--- src/rtl/lsu_mem_ctrl_if.sv ---
// Core-request and memory-port signal bundle for lsu_mem_ctrl.
// slave is the controller's view; master is the core/memory environment's view.
interface lsu_mem_ctrl_if #(parameter int ADDR_W = 32);
  logic              req_valid;
  logic              req_ready;
  logic [5:0]        op;
  logic [ADDR_W-1:0] addr;
  logic [31:0]       wdata;
  logic              resp_valid;
  logic [31:0]       rdata;
  logic              fault;
  logic              mem_req;
  logic              mem_gnt;
  logic              mem_we;
  logic [ADDR_W-1:0] mem_addr;
  logic [3:0]        mem_be;
  logic [31:0]       mem_wdata;
  logic              mem_rvalid;
  logic [31:0]       mem_rdata;

  modport slave (
    input  req_valid, op, addr, wdata, mem_gnt, mem_rvalid, mem_rdata,
    output req_ready, resp_valid, rdata, fault, mem_req, mem_we, mem_addr, mem_be, mem_wdata
  );
  modport master (
    output req_valid, op, addr, wdata, mem_gnt, mem_rvalid, mem_rdata,
    input  req_ready, resp_valid, rdata, fault, mem_req, mem_we, mem_addr, mem_be, mem_wdata
  );
endinterface

--- src/rtl/lsu_mem_ctrl.sv ---
// Load/store unit memory controller: byte/half/word access over a 32-bit word port (MISALIGN_SPLIT_EN enables word-crossing splits).
// Latency: accept N, mem_req N+1, resp_valid N+3 for one beat (+2 per extra beat); faults respond at N+1.
// Backpressure: one request in flight, req_ready only in IDLE; memory stalls via mem_gnt/mem_rvalid.
module lsu_mem_ctrl #(
  parameter int ADDR_W = 32
) (
  input  logic               clk,
  input  logic               rst_n,
  lsu_mem_ctrl_if.slave      bus
);

  typedef enum logic [2:0] {IDLE, REQ0, RSP0, REQ1, RSP1, DONE} state_t;

  state_t      state;
  logic [1:0]  off_q;
  logic [2:0]  size_q;
  logic        load_q;
  logic        sext_q;
  logic        cross_q;
  logic [2:0]  mask_hi_q;
  logic [31:0] wdata_q;
  logic [31:0] rdata0_q;

  logic [2:0]  d_size;
  logic        d_load;
  logic        d_sext;
  logic        d_legal;
  logic        d_misal;
  logic        d_cross;
  logic [1:0]  d_off;
  logic [3:0]  d_base;
  logic [6:0]  d_mask;

  always_comb begin
    d_size  = 3'd0;
    d_load  = 1'b0;
    d_sext  = 1'b0;
    d_legal = 1'b1;
    case (bus.op)
      6'd0:    begin d_size = 3'd1; d_load = 1'b1; d_sext = 1'b1; end
      6'd1:    begin d_size = 3'd2; d_load = 1'b1; d_sext = 1'b1; end
      6'd2:    begin d_size = 3'd4; d_load = 1'b1; end
      6'd3:    begin d_size = 3'd1; d_load = 1'b1; end
      6'd4:    begin d_size = 3'd2; d_load = 1'b1; end
      6'd15:   d_size = 3'd1;
      6'd16:   d_size = 3'd2;
      6'd17:   d_size = 3'd4;
      default: d_legal = 1'b0;
    endcase
    d_off = bus.addr[1:0];
    case (d_size)
      3'd1:    d_base = 4'h1;
      3'd2:    d_base = 4'h3;
      default: d_base = 4'hF;
    endcase
    d_mask  = {3'b000, d_base} << d_off;
    d_cross = (({1'b0, d_off} + d_size) > 3'd4);
`ifdef MISALIGN_SPLIT_EN
    d_misal = 1'b0;
`else
    d_misal = ((d_size == 3'd2) && d_off[0]) || ((d_size == 3'd4) && (d_off != 2'd0));
`endif
  end

  // Second beat carries the bytes above the word boundary; rdata0_q holds the first word.
  logic [5:0]  sh_lo;
  logic [5:0]  sh_hi;
  logic [31:0] r0;
  logic [31:0] raw;
  logic [31:0] ext;

  always_comb begin
    sh_lo = {1'b0, off_q, 3'b000};
    sh_hi = 6'd32 - sh_lo;
    r0    = (state == RSP1) ? rdata0_q : bus.mem_rdata;
    raw   = (r0 >> sh_lo) | ((state == RSP1) ? (bus.mem_rdata << sh_hi) : 32'h0);
    case (size_q)
      3'd1:    ext = sext_q ? {{24{raw[7]}}, raw[7:0]} : {24'h0, raw[7:0]};
      3'd2:    ext = sext_q ? {{16{raw[15]}}, raw[15:0]} : {16'h0, raw[15:0]};
      default: ext = raw;
    endcase
  end

  always_ff @(posedge clk or negedge rst_n) begin
    if (!rst_n) begin
      state          <= IDLE;
      bus.req_ready  <= 1'b1;
      bus.resp_valid <= 1'b0;
      bus.rdata      <= 32'h0;
      bus.fault      <= 1'b0;
      bus.mem_req    <= 1'b0;
      bus.mem_we     <= 1'b0;
      bus.mem_addr   <= '0;
      bus.mem_be     <= 4'h0;
      bus.mem_wdata  <= 32'h0;
      off_q          <= 2'd0;
      size_q         <= 3'd0;
      load_q         <= 1'b0;
      sext_q         <= 1'b0;
      cross_q        <= 1'b0;
      mask_hi_q      <= 3'd0;
      wdata_q        <= 32'h0;
      rdata0_q       <= 32'h0;
    end else begin
      bus.resp_valid <= 1'b0;
      case (state)
        IDLE: begin
          if (bus.req_valid) begin
            bus.req_ready <= 1'b0;
            off_q         <= d_off;
            size_q        <= d_size;
            load_q        <= d_load;
            sext_q        <= d_sext;
            cross_q       <= d_cross;
            mask_hi_q     <= d_mask[6:4];
            wdata_q       <= bus.wdata;
            if (!d_legal || d_misal) begin
              state          <= DONE;
              bus.resp_valid <= 1'b1;
              bus.fault      <= 1'b1;
              bus.rdata      <= 32'h0;
            end else begin
              state         <= REQ0;
              bus.mem_req   <= 1'b1;
              bus.mem_we    <= !d_load;
              bus.mem_addr  <= {bus.addr[ADDR_W-1:2], 2'b00};
              bus.mem_be    <= d_mask[3:0];
              bus.mem_wdata <= bus.wdata << {d_off, 3'b000};
            end
          end
        end
        REQ0: if (bus.mem_gnt) begin
          bus.mem_req <= 1'b0;
          state       <= RSP0;
        end
        RSP0: if (bus.mem_rvalid) begin
          if (cross_q) begin
            rdata0_q      <= bus.mem_rdata;
            state         <= REQ1;
            bus.mem_req   <= 1'b1;
            bus.mem_addr  <= bus.mem_addr + ADDR_W'(4);
            bus.mem_be    <= {1'b0, mask_hi_q};
            bus.mem_wdata <= wdata_q >> sh_hi;
          end else begin
            state          <= DONE;
            bus.resp_valid <= 1'b1;
            bus.fault      <= 1'b0;
            bus.rdata      <= load_q ? ext : 32'h0;
          end
        end
        REQ1: if (bus.mem_gnt) begin
          bus.mem_req <= 1'b0;
          state       <= RSP1;
        end
        RSP1: if (bus.mem_rvalid) begin
          state          <= DONE;
          bus.resp_valid <= 1'b1;
          bus.fault      <= 1'b0;
          bus.rdata      <= load_q ? ext : 32'h0;
        end
        default: begin
          state         <= IDLE;
          bus.req_ready <= 1'b1;
        end
      endcase
    end
  end

endmodule

--- src/flat_wrapper.sv ---
// flat-port wrapper written by rule: the top's interface ports become plain ports
module lsu_mem_ctrl_flat 
#(
  parameter int ADDR_W = 32
)
  (clk, rst_n, bus_req_valid, bus_op, bus_addr, bus_wdata, bus_mem_gnt, bus_mem_rvalid, bus_mem_rdata, bus_req_ready, bus_resp_valid, bus_rdata, bus_fault, bus_mem_req, bus_mem_we, bus_mem_addr, bus_mem_be, bus_mem_wdata);
  lsu_mem_ctrl_if #(.ADDR_W(ADDR_W)) bus_i ();
  input  logic clk;
  input  logic rst_n;
  input wire logic [$bits(bus_i.req_valid)-1:0] bus_req_valid;
  input wire logic [$bits(bus_i.op)-1:0] bus_op;
  input wire logic [$bits(bus_i.addr)-1:0] bus_addr;
  input wire logic [$bits(bus_i.wdata)-1:0] bus_wdata;
  input wire logic [$bits(bus_i.mem_gnt)-1:0] bus_mem_gnt;
  input wire logic [$bits(bus_i.mem_rvalid)-1:0] bus_mem_rvalid;
  input wire logic [$bits(bus_i.mem_rdata)-1:0] bus_mem_rdata;
  output wire logic [$bits(bus_i.req_ready)-1:0] bus_req_ready;
  output wire logic [$bits(bus_i.resp_valid)-1:0] bus_resp_valid;
  output wire logic [$bits(bus_i.rdata)-1:0] bus_rdata;
  output wire logic [$bits(bus_i.fault)-1:0] bus_fault;
  output wire logic [$bits(bus_i.mem_req)-1:0] bus_mem_req;
  output wire logic [$bits(bus_i.mem_we)-1:0] bus_mem_we;
  output wire logic [$bits(bus_i.mem_addr)-1:0] bus_mem_addr;
  output wire logic [$bits(bus_i.mem_be)-1:0] bus_mem_be;
  output wire logic [$bits(bus_i.mem_wdata)-1:0] bus_mem_wdata;
  assign bus_i.req_valid = bus_req_valid;
  assign bus_i.op = bus_op;
  assign bus_i.addr = bus_addr;
  assign bus_i.wdata = bus_wdata;
  assign bus_i.mem_gnt = bus_mem_gnt;
  assign bus_i.mem_rvalid = bus_mem_rvalid;
  assign bus_i.mem_rdata = bus_mem_rdata;
  assign bus_req_ready = bus_i.req_ready;
  assign bus_resp_valid = bus_i.resp_valid;
  assign bus_rdata = bus_i.rdata;
  assign bus_fault = bus_i.fault;
  assign bus_mem_req = bus_i.mem_req;
  assign bus_mem_we = bus_i.mem_we;
  assign bus_mem_addr = bus_i.mem_addr;
  assign bus_mem_be = bus_i.mem_be;
  assign bus_mem_wdata = bus_i.mem_wdata;
  lsu_mem_ctrl #(.ADDR_W(ADDR_W)) u_core (.clk(clk), .rst_n(rst_n), .bus(bus_i));
endmodule
--- config.mk ---
export PLATFORM = sky130hd
export DESIGN_NAME = lsu_mem_ctrl_flat
export DESIGN_NICKNAME = d
export VERILOG_FILES = /design/src/rtl/lsu_mem_ctrl_if.sv /design/src/rtl/lsu_mem_ctrl.sv /design/src/flat_wrapper.sv
export SDC_FILE = /design/constraint.sdc
export NUM_CORES = 1
export LEC_CHECK = 0
export CAP_MARGIN = 30
export CORE_UTILIZATION = 47
export CTS_CLUSTER_SIZE = 10
export DETAILED_ROUTE_END_ITERATION = 6
export GPL_TIMING_DRIVEN = 0
export PLACE_DENSITY = 0.78
export SETUP_SLACK_MARGIN = 0.1
export SLEW_MARGIN = 10
export SYNTH_ARGS = -nofsm -noshare
export SYNTH_HDL_FRONTEND = slang
export SYNTH_SLANG_ARGS = --single-unit
--- constraint.sdc ---
create_clock -name clk -period 3.7 [get_ports clk]
set_input_delay 0.555 -clock clk [delete_from_list [all_inputs] [get_ports clk]]
set_output_delay 0.555 -clock clk [all_outputs]
set_load 0.1 [all_outputs]
==> flow_summary.rst <==
.. list-table::
   :header-rows: 1

   * - Metric
     - Value
   * - Time the final worst path needs with I/O delays and setup
     - roughly 3.5 ns
   * - Initial cell density of the core
     - between 40% and 50%
   * - Class of the most critical hold timing path
     - in2async
   * - Critical Path Slowest Stage Cell
     - or4_1
   * - DRC violation count after routing
     - 4
   * - Mean number of vias per cell
     - between 6 and 7
   * - Number of cell rows
     - 54
   * - Wire length reported by the detailed router
     - ~40 mm
   * - Synthesized flop and latch total
     - 181
   * - Buf+Inv Stages, Crit Path
     - 7
   * - Overall routing resource usage
     - approximately a third
   * - Setup tns final
     - 0 ns
   * - Clock buffer count from CTS
     - 17
   * - Die Y-Extent
     - approximately 150 um
   * - First-pass GRT wire length
     - around 59 mm
   * - Min setup slack post-route
     - approximately 0.18 ns
   * - Diodes inserted
     - 0
   * - Non-Filler Instances
     - approximately 1800
   * - Highest clock rate
     - 284 MHz
   * - Drt initial violations
     - 1167
   * - Cell occurring most often along the worst timing path
     - buf_6
   * - Clock network latency to the later pin of the worst-skew pair
     - about 0.44 ns
   * - Total global routing overflow
     - 0
   * - Setup repair after global routing missed its margin
     - no
   * - Die Area
     - 22700 um2
   * - GPL Wtd Cong
     - roughly 1.0
   * - Worst Path Class, Setup
     - reg2reg
   * - Violations in the final reports
     - design-rule violations
   * - Synthesized netlist cell count
     - around 1200
   * - Setup crit start kind
     - flop
   * - Area share of the largest cell type after synthesis
     - a little over two fifths
   * - Period Utilization, post-route
     - between 90% and 100%
   * - Clock slew at the register clock pins of the worst setup and hold paths
     - approximately 0.070 ns
   * - Static Leak
     - approximately 0.0060 uW
   * - Library cell with the largest summed area after synthesis
     - dfrtp_1
   * - Setup violation total in the final timing report
     - 0
   * - Yosys warning count
     - 0
   * - Worst Path Required
     - 4.06 ns
   * - Number of clock sinks
     - between 150 and 200
   * - Most frequent cell after synthesis
     - nand2_1
   * - Status
     - finished, violations left
   * - Antenna violations before repair
     - 0
   * - Most instantiated cells after synthesis
     - nand2_1, dfrtp_1, nor2_1
   * - Slew Viols, Final
     - 0
   * - Sequential element share of the synthesized area
     - a little over two fifths
   * - Cell family with most CP delay
     - buffers and inverters
   * - Count of flip-flops with a built-in enable after synthesis
     - 0
   * - Number of buffers added on ports
     - approximately 210
   * - Most area-consuming cells after synthesis
     - dfrtp_1, nand2_1, mux2i_1, o21ai_0, a221oi_1
   * - Worst-margin pin slew
     - about 1.1 ns
   * - Post-detail-place hpwl
     - slightly below 30 mm
   * - Proportion of layout cells with a drive suffix above 1
     - about 6.0%
   * - Detailed-router iteration count before antenna repair
     - 7
   * - Final-stage net count
     - about 1600
   * - Post-Place Worst Slack
     - -0.901 ns
   * - Number of top-level design ports
     - roughly 210
   * - CTS H-tree depth
     - 4
   * - TritonCTS clock tree
     - done
   * - Nature of the critical path endpoint
     - flop
   * - # Post-CTS Setup Buffers
     - 0
   * - Clock root cell
     - clkbuf_16
   * - Fraction of synthesis flops using an asynchronous set or reset pin
     - between 90% and 100%
   * - Layout Area Growth over Synthesis
     - 30.5%
   * - Final clock skew
     - about 0.011 ns
   * - Cell-by-cell listing of the critical path
     - clkbuf_2 > inv_1 > clkbuf_4 > buf_6 > buf_6 > ha_1 > buf_2 > nor3b_4 > a21oi_1 > a32o_1 > or4_1 > a31o_2 > buf_6 > o21ai_1
   * - Slew headroom
     - roughly 29%
   * - Peak ir drop on the vdd network
     - 0.000961 V
   * - Max-cap violation count
     - 0
   * - Number of endpoints with negative hold slack in the final report
     - 0
   * - Average wire length per cell after detail routing
     - roughly 22 um
   * - CP arrival
     - 3.88 ns
   * - Number of global-route vias before repair
     - about 11000
   * - Pwr Density
     - ~1000 nW/um2
   * - Slowest Stage Delay on Critical Path
     - roughly 0.53 ns
   * - Core ar.
     - roughly 22000 um2
   * - Mapped Area
     - slightly above 10000 um2
   * - Max Buffers Root-to-Sink
     - 2
   * - Residual antenna-violating net count after detailed routing
     - 0
   * - Worst hold margin
     - roughly 0.094 ns
   * - Design Power
     - about 14000 uW
   * - Placed Cells incl. Taps
     - between 1500 and 2000
   * - Worst Path Max Fanout
     - 10
   * - DIE WIDTH
     - between 150 and 200 um
   * - Most used flip-flop cell after synthesis
     - dfrtp_1
   * - Vias
     - 11000
   * - Number of distinct library cell variants in the gate-level netlist after synthesis
     - 68
   * - Syn avg cell area
     - roughly 8.3 um2
   * - Maximum number of pins on one net before global-route repair
     - 97
==> metrics by stage <==
| stage | area (um2) | utilization, % |
|---|---|---|
| floorplan | 10400 | - |
| global placement | 12800 | 58.9 |
| detailed placement | 12900 | 59.4 |
| CTS | 13500 | 62.1 |
| global route | 13500 | 62.2 |
| finish | 13500 | 62.2 |
==> placed cells by master (no fill, tap or decap), types with 16 or more instances in the layout <==
cell / instances
nand2_1: 342
clkdlybuf4s50_1: 207
dfrtp_1: 180
nor2_1: 94
o21ai_0: 89
mux2i_1: 78
clkbuf_1: 62
a21oi_1: 50
a221oi_1: 44
nand3_1: 34
nor3_1: 27
o22ai_1: 22
and3_1: 18
clkbuf_16: 17
mux2_2: 16
==> power breakdown <==
part | total [uW] | switching, uW | internal, uW
Sequential | 3360 | 618 | 2740
Combinational | 8590 | 6240 | 2350
Clock | 1820 | 846 | 975
Total | 13800 | 7710 | 6060
==> final timing paths <==
path	startpoint	endpoint	slack (ns)	cells past startpoint
min reg2reg	u_core.bus.rdata[0]	u_core.bus.rdata[0]	0.48	2
max	u_core.off_q[1]	u_core.bus.rdata[23]	0.18	14
max reg2reg	u_core.off_q[1]	u_core.bus.rdata[23]	0.18	14
max in group asynchronous	rst_n	u_core.wdata_q[27]	2.69	2
min	rst_n	u_core.bus.rdata[19]	0.09	1
min in group clk	u_core.bus.rdata[0]	u_core.bus.rdata[0]	0.48	2
==> worst register-to-register path, stage by stage (launching register included) <==
cell      delay, ns
dfrtp_1        0.36
clkbuf_2       0.15
inv_1          0.10
clkbuf_4       0.23
buf_6          0.19
buf_6          0.18
ha_1           0.24
buf_2          0.22
nor3b_4        0.28
a21oi_1        0.11
a32o_1         0.27
or4_1          0.53
a31o_2         0.29
buf_6          0.17
o21ai_1        0.13
==> routing by layer <==
metal / share of wire [%] / track usage, % / vias to the layer above
met2: 47 / 56.3 / 661
li1: - / - / 4908
met4: 4.8 / 16.9 / 0
met1: 41 / 46.6 / 5330
met5: 0 / 0 / -
met3: 7.6 / 5.70 / 122
==> flip-flops by register name (all words and copies together), names as in the netlist, 2 cells and up <==
name,flops
u_core.state,3
u_core.off_q,2
u_core.bus.mem_wdata,32
u_core.bus.rdata,32
u_core.bus.mem_addr,30
u_core.rdata0_q,32
u_core.size_q,3
u_core.mask_hi_q,3
u_core.wdata_q,32
u_core.bus.mem_be,4
==> final cells by class <==
class,count,area [um2]
Timing Repair Buffer,215,2200
Buffer,94,415
Clock inverter,12,119
Sequential cell,181,4530
Multi-Input combinational cell,960,5420
Inverter,13,48.8
Fill cell,1940,8220
Tap cell,280,350
Clock buffer,20,457
==> logic make-up after synthesis <==
group | synth area share, %
flops | 43.7
mux | 9.48
other cells | 0.0361
simple gates | 22.4
buf+inv | 4.24
xor+xnor | 0.253
compound gates | 19.4
fa+ha+maj | 0.555
==> timing repair <==
item	in CTS	in global routing
hold buffers	0	0
gates resized for setup	10	8
setup endpoints to repair	62	26
hold endpoints to repair	0	0
No activity file was read; power rests on OpenSTA's default activity.
